File: src/rtl/loader_pkg.sv
// Shared definitions for the program loader: state encoding and frame-length rule.
package loader_pkg;

  typedef enum logic [2:0] {
    ST_IDLE  = 3'd0,
    ST_LEN   = 3'd1,
    ST_DATA  = 3'd2,
    ST_CHECK = 3'd3,
    ST_DONE  = 3'd4
  } state_e;

  localparam logic [8:0] MAX_LEN            = 9'd256;
  localparam bit         LEN_ZERO_MEANS_MAX = 1'b1;

  // Number of data bytes announced by a length byte.
  function automatic logic [8:0] frame_len(input logic [7:0] len_byte);
    if (LEN_ZERO_MEANS_MAX && (len_byte == 8'd0)) begin
      return MAX_LEN;
    end
    return {1'b0, len_byte};
  endfunction

endpackage

File: src/rtl/program_loader_if.sv
// Host byte stream, program memory write port and CPU status for the loader.
interface program_loader_if #(
  parameter int ADDR_WIDTH = 8
);
  logic                  start;
  logic [7:0]            inData;
  logic                  inValid;
  logic                  inReady;
  logic [ADDR_WIDTH-1:0] memWrAddr;
  logic [7:0]            memWrData;
  logic                  memWrEn;
  logic                  cpuRst;
  logic                  done;
  logic                  err;

  modport master (
    input  start, inData, inValid,
    output inReady, memWrAddr, memWrData, memWrEn, cpuRst, done, err
  );

  modport slave (
    output start, inData, inValid,
    input  inReady, memWrAddr, memWrData, memWrEn, cpuRst, done, err
  );
endinterface

File: src/rtl/program_loader_xor_accumulator.sv
// 8-bit XOR accumulator holding the running frame checksum.
module xor_accumulator
  import loader_pkg::*;
(
  input  logic       clk,
  input  logic       rst,
  input  logic       clr,
  input  logic       load,
  input  logic       acc,
  input  logic [7:0] din,
  output logic [7:0] value
);
  logic [7:0] value_q, value_d;

  always_comb begin
    value_d = value_q;
    if (clr) begin
      value_d = 8'd0;
    end else if (load) begin
      value_d = din;
    end else if (acc) begin
      value_d = value_q ^ din;
    end
  end

  always_ff @(posedge clk or negedge rst) begin
    if (!rst) begin
      value_q <= 8'd0;
    end else begin
      value_q <= value_d;
    end
  end

  assign value = value_q;
endmodule

File: src/rtl/program_loader.sv
// Loads a length-framed, XOR-checksummed image into program memory while
// holding the CPU in reset; releases it only after the checksum verifies.
module program_loader
  import loader_pkg::*;
#(
  parameter int ADDR_WIDTH = 8,
  parameter int START_ADDR = 0
) (
  input  logic             clk,
  input  logic             rst,
  program_loader_if.master bus
);
  localparam logic [ADDR_WIDTH-1:0] START_W = ADDR_WIDTH'(START_ADDR);

  state_e                state_q, state_d;
  logic [8:0]            remaining_q, remaining_d;
  logic [8:0]            index_q, index_d;
  logic [ADDR_WIDTH-1:0] addr_q, addr_d;
  logic [7:0]            data_q, data_d;
  logic                  wr_en_q, wr_en_d;
  logic                  in_ready_q, in_ready_d;
  logic                  cpu_rst_q, cpu_rst_d;
  logic                  done_q, done_d;
  logic                  err_q, err_d;

  logic       csum_clr, csum_load, csum_acc;
  logic [7:0] csum;
  logic       xfer;

  assign xfer = bus.inValid & in_ready_q;

  xor_accumulator u_csum (
    .clk   (clk),
    .rst   (rst),
    .clr   (csum_clr),
    .load  (csum_load),
    .acc   (csum_acc),
    .din   (bus.inData),
    .value (csum)
  );

  always_comb begin
    state_d     = state_q;
    remaining_d = remaining_q;
    index_d     = index_q;
    addr_d      = addr_q;
    data_d      = data_q;
    wr_en_d     = 1'b0;
    cpu_rst_d   = cpu_rst_q;
    done_d      = done_q;
    err_d       = err_q;
    csum_clr    = 1'b0;
    csum_load   = 1'b0;
    csum_acc    = 1'b0;

    case (state_q)
      ST_IDLE: begin
        if (bus.start) begin
          state_d   = ST_LEN;
          cpu_rst_d = 1'b1;
          done_d    = 1'b0;
          err_d     = 1'b0;
          csum_clr  = 1'b1;
        end
      end
      ST_LEN: begin
        if (xfer) begin
          remaining_d = frame_len(bus.inData);
          index_d     = 9'd0;
          csum_load   = 1'b1;
          state_d     = ST_DATA;
        end
      end
      ST_DATA: begin
        if (xfer) begin
          csum_acc    = 1'b1;
          index_d     = index_q + 9'd1;
          remaining_d = remaining_q - 9'd1;
          // Address arithmetic wraps naturally at the top of memory.
          addr_d      = START_W + ADDR_WIDTH'(index_q);
          data_d      = bus.inData;
          wr_en_d     = 1'b1;
          if (remaining_q == 9'd1) begin
            state_d = ST_CHECK;
          end
        end
      end
      ST_CHECK: begin
        if (xfer) begin
          if (bus.inData == csum) begin
            state_d   = ST_DONE;
            done_d    = 1'b1;
            cpu_rst_d = 1'b0;
          end else begin
            state_d   = ST_IDLE;
            err_d     = 1'b1;
            cpu_rst_d = 1'b1;
          end
        end
      end
      ST_DONE: begin
        if (bus.start) begin
          state_d   = ST_LEN;
          cpu_rst_d = 1'b1;
          done_d    = 1'b0;
          csum_clr  = 1'b1;
        end
      end
      default: begin
        state_d   = ST_IDLE;
        cpu_rst_d = 1'b1;
      end
    endcase

    in_ready_d = (state_d == ST_LEN) || (state_d == ST_DATA) || (state_d == ST_CHECK);
  end

  always_ff @(posedge clk or negedge rst) begin
    if (!rst) begin
      state_q     <= ST_IDLE;
      remaining_q <= 9'd0;
      index_q     <= 9'd0;
      addr_q      <= '0;
      data_q      <= 8'd0;
      wr_en_q     <= 1'b0;
      in_ready_q  <= 1'b0;
      cpu_rst_q   <= 1'b1;
      done_q      <= 1'b0;
      err_q       <= 1'b0;
    end else begin
      state_q     <= state_d;
      remaining_q <= remaining_d;
      index_q     <= index_d;
      addr_q      <= addr_d;
      data_q      <= data_d;
      wr_en_q     <= wr_en_d;
      in_ready_q  <= in_ready_d;
      cpu_rst_q   <= cpu_rst_d;
      done_q      <= done_d;
      err_q       <= err_d;
    end
  end

  assign bus.inReady   = in_ready_q;
  assign bus.memWrAddr = addr_q;
  assign bus.memWrData = data_q;
  assign bus.memWrEn   = wr_en_q;
  assign bus.cpuRst    = cpu_rst_q;
  assign bus.done      = done_q;
  assign bus.err       = err_q;
endmodule
File: src/flat_wrapper.sv
// flat-port wrapper written by rule: the top's interface ports become plain ports
module program_loader_flat import loader_pkg::*;
#(
  parameter int ADDR_WIDTH = 8,
  parameter int START_ADDR = 0
)
  (clk, rst, bus_start, bus_inData, bus_inValid, bus_inReady, bus_memWrAddr, bus_memWrData, bus_memWrEn, bus_cpuRst, bus_done, bus_err);
  program_loader_if #(.ADDR_WIDTH(ADDR_WIDTH)) bus_i ();
  input  logic clk;
  input  logic rst;
  input wire logic [$bits(bus_i.start)-1:0] bus_start;
  input wire logic [$bits(bus_i.inData)-1:0] bus_inData;
  input wire logic [$bits(bus_i.inValid)-1:0] bus_inValid;
  output wire logic [$bits(bus_i.inReady)-1:0] bus_inReady;
  output wire logic [$bits(bus_i.memWrAddr)-1:0] bus_memWrAddr;
  output wire logic [$bits(bus_i.memWrData)-1:0] bus_memWrData;
  output wire logic [$bits(bus_i.memWrEn)-1:0] bus_memWrEn;
  output wire logic [$bits(bus_i.cpuRst)-1:0] bus_cpuRst;
  output wire logic [$bits(bus_i.done)-1:0] bus_done;
  output wire logic [$bits(bus_i.err)-1:0] bus_err;
  assign bus_i.start = bus_start;
  assign bus_i.inData = bus_inData;
  assign bus_i.inValid = bus_inValid;
  assign bus_inReady = bus_i.inReady;
  assign bus_memWrAddr = bus_i.memWrAddr;
  assign bus_memWrData = bus_i.memWrData;
  assign bus_memWrEn = bus_i.memWrEn;
  assign bus_cpuRst = bus_i.cpuRst;
  assign bus_done = bus_i.done;
  assign bus_err = bus_i.err;
  program_loader #(.ADDR_WIDTH(ADDR_WIDTH), .START_ADDR(START_ADDR)) u_core (.clk(clk), .rst(rst), .bus(bus_i));
endmodule
File: config.mk
export PLATFORM = sky130hd
export DESIGN_NAME = program_loader_flat
export DESIGN_NICKNAME = d
export VERILOG_FILES = /design/src/rtl/loader_pkg.sv /design/src/rtl/program_loader_if.sv /design/src/rtl/program_loader_xor_accumulator.sv /design/src/rtl/program_loader.sv /design/src/flat_wrapper.sv
export SDC_FILE = /design/constraint.sdc
export NUM_CORES = 1
export LEC_CHECK = 0
export ABC_CLOCK_PERIOD_IN_PS = 2360
export CAP_MARGIN = 25
export CORE_MARGIN = 3
export CORE_UTILIZATION = 48
export DETAILED_ROUTE_END_ITERATION = 12
export HOLD_SLACK_MARGIN = 0.1
export PLACE_DENSITY = 0.8
export SETUP_SLACK_MARGIN = 0.15
export SYNTH_ARGS = -nofsm -noshare
export SYNTH_HDL_FRONTEND = slang
export SYNTH_SLANG_ARGS = --single-unit
File: constraint.sdc
create_clock -name clk -period 2.36 [get_ports clk]
set_clock_uncertainty 0.15 [all_clocks]
set_input_delay 0.354 -clock clk [delete_from_list [all_inputs] [get_ports clk]]
set_output_delay 0.354 -clock clk [all_outputs]
set_load 0.01 [all_outputs]
==> results of run 1 <==
-- power by group --
part	leakage, uW	switching [uW]	internal (uW)	total, uW
registers	0.000619	338	1130	1460
logic	0.000637	869	879	1750
clock network	0.0000374	290	209	499
-- tightest hold or removal path, delay by kind of cell, from the launching register on --
| kind | cells | cell delay (ns) |
|---|---|---|
| DFF | 1 | 0.35 |
| and+or+nand+nor | 1 | 0.05 |
| AOI/OAI and AO/OA | 1 | 0.07 |
-- per-layer routing --
metal / routed length (um) / share of wire / track usage
met1: 2820 / 0.45 / 0.281
met2: 2940 / 0.47 / 0.324
met3: 360 / 0.058 / 0.0366
met4: 104 / 0.017 / 0.0743
met5: 0 / 0 / 0
-- worst max path at each step --
stage	endpoint	slack (ns)	cells after the start
2_1_floorplan	u_core.remaining_q[5]	0.55	4
3_3_place_gp	u_core.u_csum.value[7]	0.21	6
3_5_place_dp	u_core.u_csum.value[7]	0.15	6
4_1_cts	u_core.remaining_q[6]	0.32	4
5_1_grt	u_core.remaining_q[4]	0.29	5
6_report	u_core.remaining_q[4]	0.38	5
-- Yosys cell counts, types with 3 or more instances --
cell      count  area (sq um)
a41oi_1       3          26.3
xnor2_1      12           105
nor2_1       14          52.6
a21oi_1      15          75.1
buf_2         8          40.0
o22ai_1      11          68.8
clkbuf_1     11          41.3
nor4_1        5          31.3
o21a_1        5          37.5
a32oi_1       5          43.8
nand2_1      25          93.8
nor3_1        6          30.0
mux2_2       20           225
ha_1          3          37.5
inv_1         8          30.0
nand4_1       6          37.5
a211oi_1      4          30.0
dfrtp_1      48          1200
buf_1         3          11.3
nand3_1      11          55.1
o21ai_0      21           105
-- sequential cells by signal (all words and copies together), names as in the netlist --
name                  cells
u_core.state_q            3
u_core.bus.memWrAddr      8
u_core.bus.memWrData      8
u_core.bus.cpuRst         1
u_core.bus.memWrEn        1
u_core.bus.done           1
u_core.u_csum.value       8
u_core.remaining_q        9
u_core.index_q            8
u_core.bus.err            1
u_core.bus.inReady        1
-- cell families (layout without fill, tap and decap cells) --
| kind of cell | Yosys count | in the layout | share of synthesized area |
|---|---|---|---|
| compound gates | 79 | 79 | 0.188 |
| simple gates | 83 | 83 | 0.160 |
| flops | 49 | 49 | 0.457 |
| fa+ha+maj | 3 | 3 | 0.0140 |
| xor+xnor | 14 | 14 | 0.0456 |
| buf+inv | 31 | 63 | 0.0484 |
| mux | 21 | 21 | 0.0875 |
-- what timing repair did --
item                                    CTS  global route
hold buffers                              1             0
endpoints found under the setup margin    0             7
hold endpoints to repair                 19             0
resized for setup                         0             1
-- final cells by class --
class                           instances  area [sq um]
Clock inverter                          2          15.0
Sequential cell                        49          1230
Clock buffer                            6          72.6
Multi-Input combinational cell        200          1330
Tap cell                               70          87.6
Inverter                                8          30.0
Fill cell                             457          2060
Timing Repair Buffer                   47           443
-- stage by stage --
| stage | utilization | setup WS, ns |
|---|---|---|
| global route | 0.609 | 0.291 |
| floorplan | - | 0.552 |
| finish | 0.609 | 0.376 |
| CTS | 0.608 | 0.322 |
| global placement | 0.590 | 0.206 |
| detailed placement | 0.590 | 0.150 |
==> flow_summary.toml, run 1 <==
[status]
outcome = "finished, final reports clean"

[pwr]
power_density_mw_per_mm2 = 1160
ir_worst_vdd_mv = 0.755
total_power_uw = 3710
power.leakage_uw = 0.00129

[global_routing]
grt_util_all_layers = 0.205
grt_max_degree = 30
grt_pass1_vias = 2146
grt.overflow.total = 0
grt_pass1_wl_um = 10400
antenna_found_initial = 0

[route]
drt_wl_total_um = 6230
drtIter0Drc = 169
wl_per_cell_um = 16.3
drt_first_pass_iters = 4
via_per_inst = 5.95
ant_nets = 0
drc = 0
vias = 2273

[synth]
async_flop_share = 1.00
synth_seq_area_share = 0.457
synth_warnings = 0
syn_inst = 280
synth_nets = 295
syn_avg_cell_area_sq_um = 9.60
synth_enable_flop_cells = 0
yosys_register_bits = 49
synth_ff_type = "dfrtp_1"
synth_area_sq_mm = 0.00269
netlist-cell-type-count = 51

[floorplanning]
dieArea_sq_mm = 0.00653
core_area_sq_mm = 0.00527
floorplan.initialDensity = 0.510
io-pin-count = 33
dieWidth_um = 80.8
rows = 26
fp.dieH_um = 80.8

[cells_and_area]
fin_cells = 382
post-route-cell-area_sq_mm = 0.00321
syn_to_final_growth_pct = 19.3
nets = 326
layout-drive-gt1-share = 0.157
final_cell_mix = "47 x dfrtp_1, 31 x clkdlybuf4s50_1, 25 x nand2_1"
diodes = 0
layout_commonest_cell = "dfrtp_1"

[timing]
fin_tns_setup_ns = 0
final-max-slew-violation-count = 0
worstMarginPinSlew_ns = 0.671
hold_viol_final = 0
max_freq_mhz = 504
min_period_ns = 1.98
min_period_over_period = 0.841
holdWs_ns = 0.350
slew_headroom = 0.552
final-setup-viol-count = 0
grt_setup_unrepaired = "no"

[critical_path]
path_buf_inv = 1
cp_slowest_cell = "nor3b_1"
r2r_end = "u_core.remaining_q[4]"
cp-end-kind = "flip-flop"
crit_type = "flip-flop to flip-flop"
cp.required_ns = 2.42
crit_family = "simple AND/OR/NAND/NOR gates"
cp_max_fo = 5
cp_slowest_stage_delay_ns = 0.58
ff2ff_setup_slack_ns = 0.38
reg2reg_from = "u_core.remaining_q[0]"
critPathLaunchType = "flip-flop"
crit_arrival_ns = 2.04
crit_chain = "inv_1, ha_1, nor3b_1, o21ai_0, a221oi_1"
startpoint = "u_core.remaining_q[0]"
reg2reg_depth = 5

[worst_hold_path]
hp-class = "flip-flop to flip-flop"
whs_endpoint = "u_core.bus.memWrAddr[4]"
min_from = "u_core.bus.memWrAddr[4]"
hold_path_depth = 2

[clock_tree]
path_clk_slew_ns = 0.09
cts_tree = "yes"
htree_levels = 2
clk_latency_ns = 0.31
numCtsBuffers = 5
post_cts_buffers = 0
clkSinkCount = 49
root_buffer = "clkbuf_8"
cts_buffer_depth = 2

[placed_design]
io_buffers = 32
postPlaceCellArea_sq_mm = 0.00311
hpwl_um = 4400
dp.cells = 373
gp_congestion = 0.817

[flow_run]
drv_cap = 0
Note: power is estimated with default switching activity, not from simulation.
==> run 2, diff against run 1 <==
ABC_CLOCK_PERIOD_IN_PS = 2000   (was 2360)
clock period = 2 ns   (was 2.36 ns; I/O delays follow)
==> run 2 against run 1 <==
Hold slack worse by 0.017 ns. Combinational power increased by 30%. Critical path depth shrank 1. Total power rose by 24%. Fmax rose by 8.1%. Utilization rose by 2.8 points. Critical path type unchanged.
==> flow_summary.toml, run 2 (synthesized netlist as in run 1, its figures left out) <==
[global_routing]
grt_use_met3 = 0.0510
grtUsageMet1 = 0.282
grt_pass1_vias = 2295
busiest_layer = "met2"
grt.overflow.total = 0
grt_pass1_wl_um = 10800
antenna_found_initial = 0
grt_max_degree = 50
grt_util_all_layers = 0.210
met2_usage = 0.337

[cells_and_area]
fin_cells = 397
syn_to_final_growth_pct = 24.7
largest_reg_flops = 9
layout_commonest_cell = "dfrtp_1"
top_register = "u_core.remaining_q"
diodes = 0
final_cell_mix = "45 x dfrtp_1, 30 x clkdlybuf4s50_1, 28 x buf_4"
layout-drive-gt1-share = 0.217
nets = 341
fill_cells = 469

[floorplanning]
dieWidth_um = 80.8
dieArea_sq_mm = 0.00653
fp.dieH_um = 80.8
io-pin-count = 33
rows = 26
core_area_sq_mm = 0.00527
floorplan.initialDensity = 0.510

[route]
drtIter0Drc = 180
ant_nets = 0
drt_wl_total_um = 6400
vias = 2332
via_per_inst = 5.87
drt_first_pass_iters = 4
drc = 0
wl_per_cell_um = 16.1

[timing]
hold_viol_final = 0
worstMarginPinSlew_ns = 0.437
final-setup-viol-count = 0
min_period_ns = 1.84
holdWs_ns = 0.333
max_freq_mhz = 545
slew_headroom = 0.706
final-max-slew-violation-count = 0
min_period_over_period = 0.918
grt_setup_unrepaired = "yes"

[clock_tree]
cts_tree = "yes"
cts_buffer_depth = 2
clkSinkCount = 49
htree_levels = 2
numCtsBuffers = 5
path_clk_slew_ns = 0.09
clk_latency_ns = 0.30
root_buffer = "clkbuf_8"

[critical_path]
cp_max_fo = 3
crit_type = "flip-flop to flip-flop"
cp.required_ns = 2.04
critPathLaunchType = "flip-flop"
reg2reg_depth = 4
crit_arrival_ns = 1.88
cp-end-kind = "flip-flop"

[placed_design]
dp.cells = 384
io_buffers = 32
gp_congestion = 0.898
hpwl_um = 4500

[worst_hold_path]
hp-class = "flip-flop to flip-flop"
hold_path_depth = 2

[pwr]
ir_worst_vdd_mv = 0.974
power.leakage_uw = 0.00138
power_density_mw_per_mm2 = 1370
total_power_uw = 4600

[status]
outcome = "finished, final reports clean"

[flow_run]
drv_cap = 0
[run 2: changes by cell type in the layout (fill, tap and decap cells not counted), sizes merged]
cell	delta
clkbuf	+1
clkinv	+1
clkdlybuf4s50	-1
dlymetal6s2s	+1
buf	+15
clkinvlp	-2
[run 2: stage by stage]
stage,setup WS (ns),setup TNS (ns),util,area (sq um)
floorplan,0.192,0,-,2690
global placement,0.0289,0,0.605,3190
detailed placement,-0.0213,-0.0337,0.605,3190
CTS,0.155,0,0.631,3320
global route,0.109,0,0.636,3350
finish,0.164,0,0.636,3350
[run 2: per-layer routing]
metal	share of wire	vias to the layer above
li1	-	1116
met1	0.44	1134
met2	0.49	71
met3	0.053	11
met4	0.017	0
met5	0	-
[run 2: timing repair]
action | 4_1_cts | 5_1_grt
buffers inserted | 3 | 1
hold endpoints to repair | 49 | 0
endpoints found under the setup margin | 1 | 15
hold buffers | 1 | 0
pin swaps | 0 | 2
resized for setup | 0 | 9
[run 2: final cells by class]
type	instances	area, sq um	area share
Clock buffer	7	96.3	0.0287
Clock inverter	1	5.00	0.00149
Inverter	8	30.0	0.00896
Multi-Input combinational cell	200	1340	0.401
Sequential cell	49	1230	0.367
Tap cell	70	87.6	0.0261
Timing Repair Buffer	62	558	0.166
[run 2: power breakdown]
group	switching [uW]	internal, uW	leakage [uW]
Combinational	1130	1150	0.000709
Clock	325	313	0.0000542
Sequential	347	1330	0.000617
[run 2: worst paths after layout]
path,startpoint,endpoint,slack (ns)
setup / recovery,u_core.remaining_q[2],u_core.remaining_q[5],0.16
hold / removal,u_core.bus.memWrAddr[4],u_core.bus.memWrAddr[4],0.33
setup reg to reg,u_core.remaining_q[2],u_core.remaining_q[5],0.16
hold reg to reg,u_core.bus.memWrAddr[4],u_core.bus.memWrAddr[4],0.33
max in group asynchronous,rst,u_core.bus.cpuRst,1.07
min in group asynchronous,rst,u_core.bus.memWrAddr[0],0.36
[run 2: critical path: stages (launching register included)]
cell and delay [ns]:
dfrtp_1 0.39, or4_4 0.55, or4b_1 0.47, o21ai_1 0.08, a21oi_1 0.08
==> run 3, diff against run 2 <==
ABC_AREA = 1   (was unset)
PLACE_DENSITY = 0.81   (was 0.8)
==> run 3 against run 2 <==
Via count is 3.5% higher. Synthesized area fell by 3.1%. Global-route usage grew 0.12 points. Largest power group unchanged. Register-to-register slack better by 0.11 ns. Setup slack better by 0.11 ns. Clock-buffer cell count shrank 1. Critical path depth is 3 higher. Final cell count is 15% higher. Non-clock buffer count shrank 20. Hold slack lost 0.0044 ns.
==> flow_summary.toml, run 3 <==
[critical_path]
cp_slowest_stage_delay_ns = 0.46
crit_type = "flip-flop to flip-flop"
crit_family = "simple AND/OR/NAND/NOR gates"
critPathLaunchType = "flip-flop"
cp_slowest_cell = "dfrtp_1"
cp_max_fo = 16
crit_arrival_ns = 1.81
path_buf_inv = 2
cp-end-kind = "flip-flop"
cp.required_ns = 2.08
crit_chain = "nand3b_4, inv_6, nand2_8, nand2_4, buf_4, nand2_1, o21ai_1"

[route]
wl_per_cell_um = 13.4
drt_first_pass_iters = 5
via_per_inst = 5.29
vias = 2414
drc = 0
drt_wl_total_um = 6120
ant_nets = 0
drtIter0Drc = 159

[floorplanning]
dieArea_sq_mm = 0.00635
io-pin-count = 33
fp.dieH_um = 79.7
dieWidth_um = 79.7
rows = 26
floorplan.initialDensity = 0.504
core_area_sq_mm = 0.00517

[synth]
async_flop_share = 1.00
synth_area_sq_mm = 0.00260
synth.most_common_cell = "nand2_1"
yosysTopAreaCell = "dfrtp_1"
synth_nets = 359
yosys_register_bits = 49
syn_inst = 344
synth_warnings = 0
synth_common_cells = "111 x nand2_1, 48 x dfrtp_1, 44 x inv_1"
synth_seq_area_share = 0.471
synth.area.top_cells = "dfrtp_1 46%, nand2_1 16%, o21ai_0 7.1%, inv_1 6.3%, nand3_1 4.2%"
synth_ff_type = "dfrtp_1"
synth_enable_flop_cells = 0
synth_top_cell_area_share = 0.461
netlist-cell-type-count = 29
syn_avg_cell_area_sq_um = 7.57

[worst_hold_path]
hp-class = "primary input to async pin"

[timing]
min_period_ns = 1.73
min_period_over_period = 0.863
hold_viol_final = 0
worstMarginPinSlew_ns = 0.484
fin_tns_setup_ns = 0
max_freq_mhz = 579
final-setup-viol-count = 0
slew_headroom = 0.677
final-max-slew-violation-count = 0
grt_setup_unrepaired = "yes"

[pwr]
ir_worst_vdd_mv = 0.732
p_sw_frac = 0.407
power_density_mw_per_mm2 = 1380
clkPwrFrac = 0.170
p_sw_uw = 1780
power.leakage_uw = 0.00158
internal-power_uw = 2600
p_seq_frac = 0.377
combPwrFrac = 0.453

[clock_tree]
path_clk_slew_ns = 0.10
root_buffer = "clkbuf_8"
htree_levels = 2
numCtsBuffers = 5
cts_buffer_depth = 2
cts_tree = "yes"
post_cts_buffers = 0
clkSinkCount = 49
clk_latency_ns = 0.31

[cells_and_area]
nets = 400
fin_cells = 456
largest_reg_flops = 9
top_register = "u_core.remaining_q"
final_cell_mix = "110 x nand2_1, 48 x dfrtp_1, 44 x inv_1"
syn_to_final_growth_pct = 22.2
layout-drive-gt1-share = 0.0933
layout_commonest_cell = "nand2_1"
diodes = 0

[global_routing]
grt_pass1_wl_um = 10500
grt_max_degree = 37
grt.overflow.total = 0
grt_util_all_layers = 0.212
antenna_found_initial = 0
grt_pass1_vias = 2375

[flow_run]
drv_cap = 0

[status]
outcome = "finished, final reports clean"

[placed_design]
dp.cells = 447
io_buffers = 32
hpwl_um = 4480
gp_congestion = 0.909
[run 3: cell types whose count changed after synthesis, moves of 10 or more]
cell      previous run  this run
a21oi_1             15         4
clkbuf_1            11         1
inv_1                8        44
mux2_2              20         0
nand2_1             25       111
nand3_1             11        22
nor2_1              14        27
o21ai_0             21        37
xnor2_1             12         0
[run 3: area by class of cell]
| type | count | area, sq um |
|---|---|---|
| inverter | 47 | 186 |
| sequential | 49 | 1230 |
| timing repair buffer | 42 | 420 |
| fill | 459 | 1990 |
| clock buffer | 6 | 82.6 |
| tap | 70 | 87.6 |
| clock inverter | 2 | 37.5 |
| multi-input combinational | 240 | 1140 |
[run 3: power groups by stage]
stage | Clock (uW) | Combinational (uW) | Sequential, uW
after CTS | 754 | 1980 | 1650
final | 744 | 1990 | 1650
after global routing | 799 | 2250 | 1700
after global placement | 0 | 1900 | 1650
after floorplan | 0 | 1220 | 1690
after detailed placement | 0 | 1960 | 1670
[run 3: cells by family (layout without fill, tap and decap cells)]
kind of cell               Yosys count  count (layout)  synth area share
AOI/OAI and AO/OA                   57              57             0.118
adders and majority gates            3               3            0.0144
DFF                                 49              49             0.471
buffers and inverters               55              97            0.0913
and+or+nand+nor                    180             180             0.305
[run 3: repair_timing]
| action | 4_1_cts | 5_1_grt |
|---|---|---|
| gates resized for setup | 0 | 3 |
| hold buffers | 1 | 0 |
| hold endpoints to repair | 17 | 0 |
| setup endpoints to repair | 0 | 8 |
[run 3: worst paths after layout]
kind / to / start / cells after the start / slack, ns
max in group asynchronous: u_core.u_csum.value[7] / rst / 3 / 0.84
min: u_core.index_q[7] / rst / 2 / 0.33
max reg2reg: u_core.remaining_q[0] / u_core.state_q[0] / 7 / 0.27
min in group clk: u_core.bus.memWrData[5] / u_core.bus.memWrData[5] / 2 / 0.34
max: u_core.remaining_q[0] / u_core.state_q[0] / 7 / 0.27
min reg2reg: u_core.bus.memWrData[5] / u_core.bus.memWrData[5] / 2 / 0.34
[run 3: per-stage QoR]
step	util	area, sq um	setup WS, ns	hold slack (ns)	total power [uW]
final	0.616	3180	0.273	0.329	4380
after floorplan	-	2610	0.518	-0.146	2910
after CTS	0.614	3180	0.161	0.343	4380
after global routing	0.616	3180	0.141	0.357	4750
after global placement	0.589	3050	0.0768	0.137	3550
after detailed placement	0.589	3050	0.0297	0.138	3630
[run 3: routing by layer]
| metal | wire length (um) | vias to the layer above | global-route usage |
|---|---|---|---|
| met5 | 0 | - | 0 |
| met4 | 136 | 0 | 0.101 |
| met3 | 498 | 22 | 0.0451 |
| met2 | 2750 | 106 | 0.330 |
| met1 | 2730 | 1114 | 0.280 |
| li1 | - | 1172 | - |
